===== src/rtl/psram_spi_responder.sv =====
// Device-side SPI mode-0 PSRAM responder: decodes read/fast-read/write/read-ID
// commands from oversampled pins and serves them from a synchronous byte RAM port.
`timescale 1ns/1ps
module psram_spi_responder #(
    parameter int          ADDR_W = 23,
    parameter logic [15:0] KGD_ID = 16'h0D5D,
    parameter int          DUMMY  = 8
) (
    input  logic              clk,
    input  logic              rst,
    input  logic              psram_ce,
    input  logic              psram_sclk,
    input  logic              psram_mosi,
    output logic              psram_miso,
    output logic              miso_oe,
    output logic [ADDR_W-1:0] mem_a,
    output logic [7:0]        mem_d,
    output logic              mem_we,
    output logic              mem_rd,
    input  logic [7:0]        mem_q
);
    localparam int CNT_W = 5;

    typedef enum logic [2:0] {
        CMD, ADDR, DUMMY_S, FETCH, RDATA, WDATA, IDOUT, IGNORE
    } state_t;
    typedef enum logic [1:0] {OP_RD, OP_FAST, OP_WR, OP_ID} op_t;

    logic ce_s1_q, ce_s2_q, sclk_s1_q, sclk_s2_q, sclk_s3_q, mosi_s1_q, mosi_s2_q;
    logic rise, fall;

    state_t             state_q, state_d;
    op_t                op_q, op_d;
    logic [CNT_W-1:0]   bit_cnt_q, bit_cnt_d;
    logic [6:0]         sreg_q, sreg_d;
    logic [7:0]         sreg_out_q, sreg_out_d;
    logic [ADDR_W-1:0]  addr_q, addr_d;
    logic               id_lo_q, id_lo_d;
    logic               load_q, load_d;
    logic               miso_q, miso_d;
    logic               miso_oe_q, miso_oe_d;
    logic               mem_we_q, mem_we_d;
    logic               mem_rd_q, mem_rd_d;
    logic [ADDR_W-1:0]  mem_a_q, mem_a_d;
    logic [7:0]         mem_d_q, mem_d_d;
    logic [7:0]         in_byte;

    assign rise    = !ce_s2_q && sclk_s2_q && !sclk_s3_q;
    assign fall    = !ce_s2_q && !sclk_s2_q && sclk_s3_q;
    assign in_byte = {sreg_q, mosi_s2_q};

    // A mem_rd strobe is answered on mem_q one clk later; load_q marks that clk.
    always_comb begin
        state_d    = state_q;
        op_d       = op_q;
        bit_cnt_d  = bit_cnt_q;
        sreg_d     = sreg_q;
        sreg_out_d = sreg_out_q;
        addr_d     = addr_q;
        id_lo_d    = id_lo_q;
        load_d     = mem_rd_q;
        miso_d     = miso_q;
        miso_oe_d  = miso_oe_q;
        mem_we_d   = 1'b0;
        mem_rd_d   = 1'b0;
        mem_a_d    = mem_a_q;
        mem_d_d    = mem_d_q;
        if (ce_s2_q) begin
            state_d   = CMD;
            bit_cnt_d = '0;
            miso_oe_d = 1'b0;
            miso_d    = 1'b0;
            load_d    = 1'b0;
        end else begin
            if (load_q) begin
                sreg_out_d = mem_q;
                addr_d     = addr_q + ADDR_W'(1);
            end
            unique case (state_q)
                CMD: if (rise) begin
                    sreg_d    = in_byte[6:0];
                    bit_cnt_d = bit_cnt_q + CNT_W'(1);
                    if (bit_cnt_q == CNT_W'(7)) begin
                        bit_cnt_d = '0;
                        state_d   = ADDR;
                        case (in_byte)
                            8'h03:   op_d = OP_RD;
                            8'h0B:   op_d = OP_FAST;
                            8'h02:   op_d = OP_WR;
                            8'h9F:   op_d = OP_ID;
                            default: state_d = IGNORE;
                        endcase
                    end
                end
                ADDR: if (rise) begin
                    // Shifting 24 bits through ADDR_W bits drops the unused upper bits.
                    addr_d    = {addr_q[ADDR_W-2:0], mosi_s2_q};
                    bit_cnt_d = bit_cnt_q + CNT_W'(1);
                    if (bit_cnt_q == CNT_W'(23)) begin
                        bit_cnt_d = '0;
                        case (op_q)
                            OP_RD:   state_d = FETCH;
                            OP_FAST: state_d = DUMMY_S;
                            OP_WR:   state_d = WDATA;
                            OP_ID: begin
                                state_d    = IDOUT;
                                sreg_out_d = KGD_ID[15:8];
                                id_lo_d    = 1'b1;
                                miso_oe_d  = 1'b1;
                            end
                        endcase
                    end
                end
                DUMMY_S: if (rise) begin
                    bit_cnt_d = bit_cnt_q + CNT_W'(1);
                    if (bit_cnt_q == CNT_W'(DUMMY - 1)) begin
                        bit_cnt_d = '0;
                        state_d   = FETCH;
                    end
                end
                FETCH: begin
                    mem_rd_d  = 1'b1;
                    mem_a_d   = addr_q;
                    miso_oe_d = 1'b1;
                    state_d   = RDATA;
                end
                RDATA: if (fall) begin
                    miso_d     = sreg_out_q[7];
                    sreg_out_d = {sreg_out_q[6:0], 1'b0};
                    bit_cnt_d  = bit_cnt_q + CNT_W'(1);
                    if (bit_cnt_q == CNT_W'(7)) begin
                        bit_cnt_d = '0;
                        mem_rd_d  = 1'b1;
                        mem_a_d   = addr_q;
                    end
                end
                WDATA: if (rise) begin
                    sreg_d    = in_byte[6:0];
                    bit_cnt_d = bit_cnt_q + CNT_W'(1);
                    if (bit_cnt_q == CNT_W'(7)) begin
                        bit_cnt_d = '0;
                        mem_we_d  = 1'b1;
                        mem_a_d   = addr_q;
                        mem_d_d   = in_byte;
                        addr_d    = addr_q + ADDR_W'(1);
                    end
                end
                IDOUT: if (fall) begin
                    miso_d     = sreg_out_q[7];
                    sreg_out_d = {sreg_out_q[6:0], 1'b0};
                    bit_cnt_d  = bit_cnt_q + CNT_W'(1);
                    if (bit_cnt_q == CNT_W'(7)) begin
                        bit_cnt_d  = '0;
                        sreg_out_d = id_lo_q ? KGD_ID[7:0] : 8'h00;
                        id_lo_d    = 1'b0;
                    end
                end
                IGNORE: miso_oe_d = 1'b0;
                default: state_d = CMD;
            endcase
        end
    end

    always_ff @(posedge clk) begin
        if (rst) begin
            ce_s1_q    <= 1'b1;
            ce_s2_q    <= 1'b1;
            sclk_s1_q  <= 1'b0;
            sclk_s2_q  <= 1'b0;
            sclk_s3_q  <= 1'b0;
            mosi_s1_q  <= 1'b0;
            mosi_s2_q  <= 1'b0;
            state_q    <= CMD;
            op_q       <= OP_RD;
            bit_cnt_q  <= '0;
            sreg_q     <= '0;
            sreg_out_q <= '0;
            addr_q     <= '0;
            id_lo_q    <= 1'b0;
            load_q     <= 1'b0;
            miso_q     <= 1'b0;
            miso_oe_q  <= 1'b0;
            mem_we_q   <= 1'b0;
            mem_rd_q   <= 1'b0;
            mem_a_q    <= '0;
            mem_d_q    <= '0;
        end else begin
            ce_s1_q    <= psram_ce;
            ce_s2_q    <= ce_s1_q;
            sclk_s1_q  <= psram_sclk;
            sclk_s2_q  <= sclk_s1_q;
            sclk_s3_q  <= sclk_s2_q;
            mosi_s1_q  <= psram_mosi;
            mosi_s2_q  <= mosi_s1_q;
            state_q    <= state_d;
            op_q       <= op_d;
            bit_cnt_q  <= bit_cnt_d;
            sreg_q     <= sreg_d;
            sreg_out_q <= sreg_out_d;
            addr_q     <= addr_d;
            id_lo_q    <= id_lo_d;
            load_q     <= load_d;
            miso_q     <= miso_d;
            miso_oe_q  <= miso_oe_d;
            mem_we_q   <= mem_we_d;
            mem_rd_q   <= mem_rd_d;
            mem_a_q    <= mem_a_d;
            mem_d_q    <= mem_d_d;
        end
    end

    assign psram_miso = miso_q;
    assign miso_oe    = miso_oe_q;
    assign mem_we     = mem_we_q;
    assign mem_rd     = mem_rd_q;
    assign mem_a      = mem_a_q;
    assign mem_d      = mem_d_q;
endmodule


===== config.mk =====
export PLATFORM = sky130hd
export DESIGN_NAME = psram_spi_responder
export DESIGN_NICKNAME = d
export VERILOG_FILES = /design/src/rtl/psram_spi_responder.sv
export SDC_FILE = /design/constraint.sdc
export NUM_CORES = 1
export LEC_CHECK = 0
export BUFFER_PORTS_ARGS = -buffer_cell sky130_fd_sc_hd__buf_2
export CAP_MARGIN = 30
export CORE_ASPECT_RATIO = 1.75
export CORE_MARGIN = 1.5
export CORE_UTILIZATION = 63
export DETAILED_ROUTE_END_ITERATION = 8
export PLACE_DENSITY = 0.94
export SYNTH_ARGS = -nofsm -noshare
export SYNTH_HDL_FRONTEND = slang
export SYNTH_SLANG_ARGS = --single-unit
export TNS_END_PERCENT = 10

===== constraint.sdc =====
create_clock -name clk -period 4.8 [get_ports clk]
set_input_delay 0.24 -clock clk [delete_from_list [all_inputs] [get_ports clk]]
set_output_delay 0.24 -clock clk [all_outputs]
set_load 0.02 [all_outputs]

==> flow_summary.ini, run 1 <==
[run_status]
status = complete, no violations

[floorplanning]
die_area_um2 = 8130
rows = 41
die_x_um = 68.8
floorplan.io_pins = 48
coreArea_um2 = 7280
die_h_um = 118
start_util_pct = 65.6

[synth]
syn_inst = 620
synth_edf_count = 0
synth_cell_types = 69
ys_warn_count = 0
yosysMostFrequentCell = nand2_1
yosys-top-cells-area = dfxtp_1 (39%), nand2_1 (8.2%), a21oi_1 (6.5%)
synthTopCellsByCount = nand2_1 (104), dfxtp_1 (92), a21oi_1 (62)
syn_avg_cell_area_um2 = 7.70
synth_area_leader_cell = dfxtp_1
synth_seq_cells = 92
synth_flop_cell = dfxtp_1
synth_top_area_share_pct = 38.6
synth_area_um2 = 4780
yosysSeqAreaShare_pct = 38.6
synthArstFlopShare_pct = 0
syn_nets = 635

[grt]
globalRouteMet2Util_pct = 54.9
grt_pass1_wl_um = 20800
grt_pass1_vias = 4569
top_usage_layer = met2
antenna_found_initial = 0
gr-usage-all-layers_pct = 32.9
gr-total-overflow = 0
grt_max_degree = 42
grt_use_met3_pct = 6.37
grt_util_met1_pct = 35.9

[routing]
ant_nets = 0
drtPass1Iterations = 6
vias = 4753
drtIter0Drc = 514
drc = 0
via_per_inst = 6.54
totalWireLength_um = 12500
routed_wire_length_per_instance_um = 17.2

[setup_path]
crit_top_cell = nor3_1
crit_slowest_cell = dfxtp_1
cp.required_ps = 5000
endpoint_kind = register
crit_fanout = 18
critical_path_buf_inv_count = 0
crit_chain = nor2b_1 -> nand3_1 -> o21ai_0 -> nor2_1 -> nor3_1 -> nor3_1
start_kind = register
path_class = register to register
slowest_delay_ps = 680
worstSetupStartpoint = state_q[0]
critical-path-top-delay-family = simple AND/OR/NAND/NOR gates
worstReg2RegStart = state_q[0]
arrival_ps = 3030

[layout]
register_area_um2 = 1840
layout.cells.non_filler = 727
final_nets = 651
area_delta_synth_final_pct = 10.2
drive_above_1_share_pct = 13.9
fillers = 591
multiInputGateArea_um2 = 2680
n_antenna_cell = 0

[timing]
whs_ps = 73.3
drv_slew = 0
fin_skew_ps = 6.40
relSlewSlack_pct = 47.6
max_freq_ghz = 0.354
worstMarginPinSlew_ps = 783
setup_ws_ps = 1980
fin_crit_ps = 2820
tns_ps = 0
final-setup-viol-count = 0
finalHoldViolations = 0
min_period_over_period_pct = 58.8
rsz0062_at_grt = no

[worst_hold_path]
hold_path_startpoint = psram_ce
hp-class = input port to register

[clocking]
clk_transition_reported_paths_ps = 60
cts.repair.resized = 0
postCtsHoldBufs = 0
cts-buffers-inserted = 9
cts_buffer_depth = 2
root_buffer = clkbuf_16
h-tree-depth = 3
post_cts_buffers = 0
cts_sinks = 92
clk-insertion-delay-late_ps = 350
tritoncts = done

[pwr]
power_density_nw_per_um2 = 289
peakVddDrop_mv = 0.308
power_mw = 1.52
p_leak_nw = 1.79

[place]
place_inst = 711
preCtsSetupSlack_ps = 2060
portBuffers = 47
gp_routability_congestion = 0.917
hpwl_um = 8600

[run]
cap_violations = 0
-- per-layer routing --
layer  vias to the layer above  part of all wire [%]
met4                         0                   4.8
met1                      2214                    37
met2                       239                    53
met3                        62                   5.8
met5                         -                     0
li1                       2238                     -
-- layout by cell type (no fill, tap or decap), types with 12 or more instances in the layout --
master and count:
buf_2 48, mux2i_1 12, a21oi_1 62, nor2_1 60, inv_1 14, nand3_1 22, dfxtp_1 92, o21ai_0 33
nand2_1 104, nor3_1 15
-- worst paths after layout --
kind	end	slack, ps	cells past startpoint
setup / recovery	sreg_out_q[4]	1980	6
hold / removal	ce_s1_q	70	2
setup reg to reg	sreg_out_q[4]	1980	6
hold reg to reg	mosi_s2_q	440	1
-- flip-flops by register name, indices dropped and copies added, names as in the netlist, 2 cells and up --
signal and cells:
mem_a 23, bit_cnt_q 5, sreg_out_q 8, mem_d 8, addr_q 23, state_q 3, op_q 2, sreg_q 7
-- cell type report --
| cell class | instances | area share, % |
|---|---|---|
| clock buffer | 9 | 4.28 |
| clock inverter | 7 | 1.40 |
| inverter | 15 | 1.07 |
| multi-input combinational | 465 | 50.9 |
| sequential | 92 | 35.0 |
| tap | 86 | 2.04 |
| timing repair buffer | 53 | 5.28 |
-- power by group --
group	internal [mW]	total [mW]	switching [mW]
Combinational	0.0145	0.0414	0.0269
Clock	0.406	0.706	0.301
Sequential	0.769	0.775	0.00623
-- stage by stage --
| step | util (%) | cell area [µm²] |
|---|---|---|
| floorplan | - | 4780 |
| global placement | 68.1 | 4960 |
| detailed placement | 68.2 | 4960 |
| CTS | 72.3 | 5260 |
| global route | 72.3 | 5260 |
| finish | 72.3 | 5260 |
-- cell families (layout without fill, tap and decap cells) --
family / count (synthesis) / in the layout / synth area share (%)
multiplexers: 15 / 15 / 3.22
flip-flops: 92 / 92 / 38.6
buffers and inverters: 63 / 84 / 5.29
adder cells (fa/ha/maj): 2 / 2 / 0.524
AND/OR/NAND/NOR: 264 / 264 / 26.7
XOR/XNOR: 13 / 13 / 2.38
AO/OA/AOI/OAI: 171 / 171 / 23.3
-- worst reg2reg max path: stages (launching register included) --
cell     delay, ps
dfxtp_1        680
nor2b_1        670
nand3_1        600
o21ai_0        440
nor2_1          80
nor3_1         140
nor3_1          70
Note: power is estimated with default switching activity, not from simulation.
==> run 2: changes to the inputs <==
CORE_UTILIZATION = 59   (was 63)
PLACE_DENSITY = 0.9   (was 0.94)
clock period = 2.83 ns   (was 4.8 ns; I/O delays follow)
==> flow_summary.ini, run 2 (same netlist as run 1, synthesis figures left out) <==
[floorplanning]
floorplan.io_pins = 48
start_util_pct = 60.4
coreArea_um2 = 7910
die_area_um2 = 8660
rows = 43
die_x_um = 71.0
die_h_um = 122

[timing]
fin_skew_ps = 5.92
tns_ps = 0
drv_slew = 0
rsz0062_at_grt = no
max_freq_ghz = 0.410
fin_crit_ps = 2440
relSlewSlack_pct = 46.6
final-setup-viol-count = 0
min_period_over_period_pct = 86.2
finalHoldViolations = 0
worstMarginPinSlew_ps = 797

[setup_path]
worstReg2RegStart = addr_q[1]
r2r_end = addr_q[20]
endpoint = addr_q[20]
cp.required_ps = 3040
rr_worst_depth = 7
worstSetupStartpoint = addr_q[1]
endpoint_kind = register
arrival_ps = 2650
reg2reg_slack_ps = 390
start_kind = register
crit_fanout = 7
path_class = register to register

[place]
gp_routability_congestion = 0.945
placed_cell_area_um2 = 5080
portBuffers = 47
hpwl_um = 8970

[pwr]
power_mw = 2.61
p_leak_nw = 1.87
peakVddDrop_mv = 0.414
power_density_nw_per_um2 = 483

[worst_hold_path]
hp-class = input port to register

[layout]
multiInputGateArea_um2 = 2680
layout_common_cells = nand2_1 (104), dfxtp_1 (92), a21oi_1 (62)
drive_above_1_share_pct = 15.7
register_area_um2 = 1840
fillers = 644
final_nets = 668
final_common_cell = nand2_1
n_antenna_cell = 0
fin_area_um2 = 5410
area_delta_synth_final_pct = 13.2

[clocking]
h-tree-depth = 3
root_buffer = clkbuf_16
cts_buffer_depth = 2
cts-buffers-inserted = 9
cts_sinks = 92
clk-insertion-delay-late_ps = 350
clk_transition_reported_paths_ps = 60
cts.repair.resized = 0
tritoncts = done

[routing]
met2RoutedLength_um = 6330
ant_nets = 0
wl_met3_um = 739
vias = 4739
top_layer = met4
wl_met1_um = 4570
drtPass1Iterations = 6
drc = 0
drtIter0Drc = 482
routed_wire_length_per_instance_um = 16.7
via_per_inst = 6.34
totalWireLength_um = 12500

[grt]
gr-total-overflow = 0
grt_pass1_wl_um = 20000
grt_max_degree = 45
gr-usage-all-layers_pct = 29.0
grt_pass1_vias = 4398
antenna_found_initial = 0

[run]
cap_violations = 0

[run_status]
status = complete, no violations
-- run 2: changes by cell type in the layout (fill, tap and decap cells not counted), sizes merged --
cell	change
buf	+15
clkbuf	+2
dlygate4sd3	+2
clkinv	-1
inv	-1
-- run 2: worst min path at each step --
stage / start / end / slack (ps) / depth (start not counted)
2_1_floorplan: psram_ce / ce_s1_q / 250 / 1
3_3_place_gp: psram_ce / ce_s1_q / 330 / 2
3_5_place_dp: psram_ce / ce_s1_q / 330 / 2
4_1_cts: psram_mosi / mosi_s1_q / 6 / 2
5_1_grt: psram_mosi / mosi_s1_q / 20 / 2
6_report: psram_mosi / mosi_s1_q / 4 / 2
-- run 2: power by group --
| part | leakage [nW] | switching, mW | internal [mW] | total, mW |
|---|---|---|---|---|
| sequential | 0.743 | 0.00793 | 1.30 | 1.31 |
| combinational | 0.977 | 0.0478 | 0.0276 | 0.0754 |
| clock | 0.146 | 0.512 | 0.712 | 1.22 |
| total | 1.87 | 0.568 | 2.04 | 2.61 |
-- run 2: timing repair --
action	4_1_cts	5_1_grt
hold buffers	2	0
endpoints found under the hold margin	2	0
buffers inserted	0	0
-- run 2: layout make-up --
cell class,instances,share of cell area [%]
Timing Repair Buffer,70,7.64
Clock buffer,11,4.49
Tap cell,90,2.08
Clock inverter,5,1.11
Inverter,15,1.04
Sequential cell,92,34.1
Multi-Input combinational cell,465,49.6
-- run 2: routing by layer --
| layer | vias to the layer above | track usage (%) |
|---|---|---|
| li1 | 2269 | - |
| met1 | 2164 | 30.3 |
| met2 | 237 | 49.6 |
| met3 | 69 | 5.87 |
| met4 | 0 | 23.1 |
| met5 | - | 0 |
-- run 2: worst max-delay path, cell delays in order, from the launching register on --
cell,delay [ps]
dfxtp_1,520
ha_1,340
nand4_1,190
nor3_2,320
nand2_1,230
o311a_1,330
a211oi_1,220
o32ai_1,130
-- run 2: stage by stage --
step	std cells	utilization (%)	setup WS, ps	hold WS, ps
floorplan	620	-	733	245
global placement	730	64.3	520	326
detailed placement	730	64.3	460	335
CTS	748	68.4	453	6.27
global route	748	68.4	288	20.1
finish	748	68.4	390	4.42
==> run 3: changes to the inputs <==
ABC_AREA = 1   (was unset)
CAP_MARGIN = unset   (was 30)
CORE_UTILIZATION = 60   (was 59)
==> flow_summary.ini, run 3 <==
[grt]
grt_pass1_wl_um = 24900
gr-usage-all-layers_pct = 34.4
gr-total-overflow = 0
grt_pass1_vias = 5288
grt_max_degree = 64
antenna_found_initial = 0

[synth]
synth_xor_area_share_pct = 1.02
synth_area_leader_cell = dfxtp_1
synth_area_um2 = 5170
synth_top_family_by_area = simple AND/OR/NAND/NOR gates
yosysMostFrequentCell = nand2_1
yosys-mux-area-fraction_pct = 0.387
yosys-top-cells-area = dfxtp_1 (36%), nand2_1 (12%), o21ai_0 (8.0%)
synth_edf_count = 0
syn_avg_cell_area_um2 = 6.47
synth_seq_cells = 92
syn_nets = 815
synth-simple-area-share_pct = 31.5
synth_flop_cell = dfxtp_1
syn_inst = 800
ys_warn_count = 0
synthTopCellsByCount = nand2_1 (166), nor2_1 (98), dfxtp_1 (92)
synth_top_area_share_pct = 35.6
synth_cell_types = 40
synth_compound_area_share_pct = 21.2
synthArstFlopShare_pct = 0
synthAdderAreaFrac_pct = 0.484
yosysSeqAreaShare_pct = 35.6

[pwr]
peakVddDrop_mv = 0.373
power_mw = 2.74
p_leak_nw = 2.57
power_density_nw_per_um2 = 473

[timing]
drv_slew = 0
min_period_over_period_pct = 85.8
finalHoldViolations = 1
fin_skew_ps = 7.07
whs_ps = -4.64
relSlewSlack_pct = 55.7
tns_ps = 0
worstMarginPinSlew_ps = 663
rsz0062_at_grt = no
max_freq_ghz = 0.412
final-setup-viol-count = 0
fin_crit_ps = 2430

[floorplanning]
rows = 44
die_x_um = 73.2
floorplan.io_pins = 48
start_util_pct = 62.2
coreArea_um2 = 8310
die_area_um2 = 9210
die_h_um = 126

[setup_path]
endpoint_kind = register
crit_fanout = 42
cp.required_ps = 3110
start_kind = register
path_class = register to register
arrival_ps = 2710

[clocking]
postCtsHoldBufs = 2
cts_sinks = 92
clk-insertion-delay-late_ps = 350
cts.repair.resized = 0
h-tree-depth = 3
cts-buffers-inserted = 9
tritoncts = done
post_cts_buffers = 0
root_buffer = clkbuf_16
clk_transition_reported_paths_ps = 60
cts_buffer_depth = 2

[layout]
fillers = 737
layout_common_cells = nand2_1 (166), nor2_1 (98), dfxtp_1 (92)
n_antenna_cell = 0
final_common_cell = nand2_1
finish.utilization_pct = 69.6
final_nets = 855
drive_above_1_share_pct = 13.0
area_delta_synth_final_pct = 11.9

[place]
gp_routability_congestion = 0.966
portBuffers = 47
hpwl_um = 10900

[routing]
totalWireLength_um = 15300
ant_nets = 0
vias = 5682
drtIter0Drc = 726
via_per_inst = 5.92
drtPass1Iterations = 9
drc = 3
routed_wire_length_per_instance_um = 15.9

[run_status]
status = finished with violations
violations = DRC, hold timing

[worst_hold_path]
hp-class = input port to register

[run]
cap_violations = 0
run 3: changes by cell type after synthesis, moves of 15 or more:
cell,delta
nand2_1,+62
nor2_1,+38
o21ai_0,+50
inv_1,+70
nand3_1,+38
clkbuf_1,-15
o21ai_1,+22
run 3: logic make-up after synthesis:
family,after synthesis
simple gates,371
compound gates,202
buf+inv,125
flops,92
xor+xnor,6
mux,2
fa+ha+maj,2
run 3: final timing paths:
kind              slack, ps  cells after the start   endpoint  startpoint
setup / recovery        400                      9  mem_a[22]     ce_s2_q
hold / removal           -5                      3  sclk_s1_q  psram_sclk
setup reg to reg        400                      9  mem_a[22]     ce_s2_q
hold reg to reg         410                      2  sclk_s2_q   sclk_s1_q
run 3: per-layer routing:
metal | vias up | wire, µm | GRT usage, %
li1 | 2723 | - | -
met1 | 2586 | 5510 | 38.4
met2 | 282 | 7820 | 58.7
met3 | 91 | 902 | 4.88
met4 | 0 | 1030 | 22.8
met5 | - | 0 | 0
run 3: worst max-delay path, stage by stage, from the launching register on:
cell	delay, ps
dfxtp_1	320
inv_2	330
nand3_4	220
inv_2	260
o21ai_1	110
a21oi_1	130
nand2_1	150
inv_2	510
o21ai_0	150
a21oi_1	150
run 3: power breakdown:
group	total (mW)	switching (mW)	internal, mW	leakage (nW)
Clock	1.23	0.539	0.691	0.147
Combinational	0.156	0.101	0.0547	1.68
Sequential	1.35	0.0321	1.32	0.746
run 3: cell type report:
type                       count  area [µm²]  area share (%)
multi-input combinational    583        2820            48.7
timing repair buffer          58         323            5.58
clock buffer                   9         225            3.89
inverter                      96         360            6.22
tap                          115         144            2.49
clock inverter                 7        73.8            1.28
sequential                    92        1840            31.8
run 3: per-stage QoR:
step	setup slack, ps	instance area, µm²	std cells
final	401	5790	960
after global routing	205	5790	960
after floorplan	1120	5170	800
after detailed placement	439	5470	942
after CTS	439	5790	960
after global placement	551	5470	942
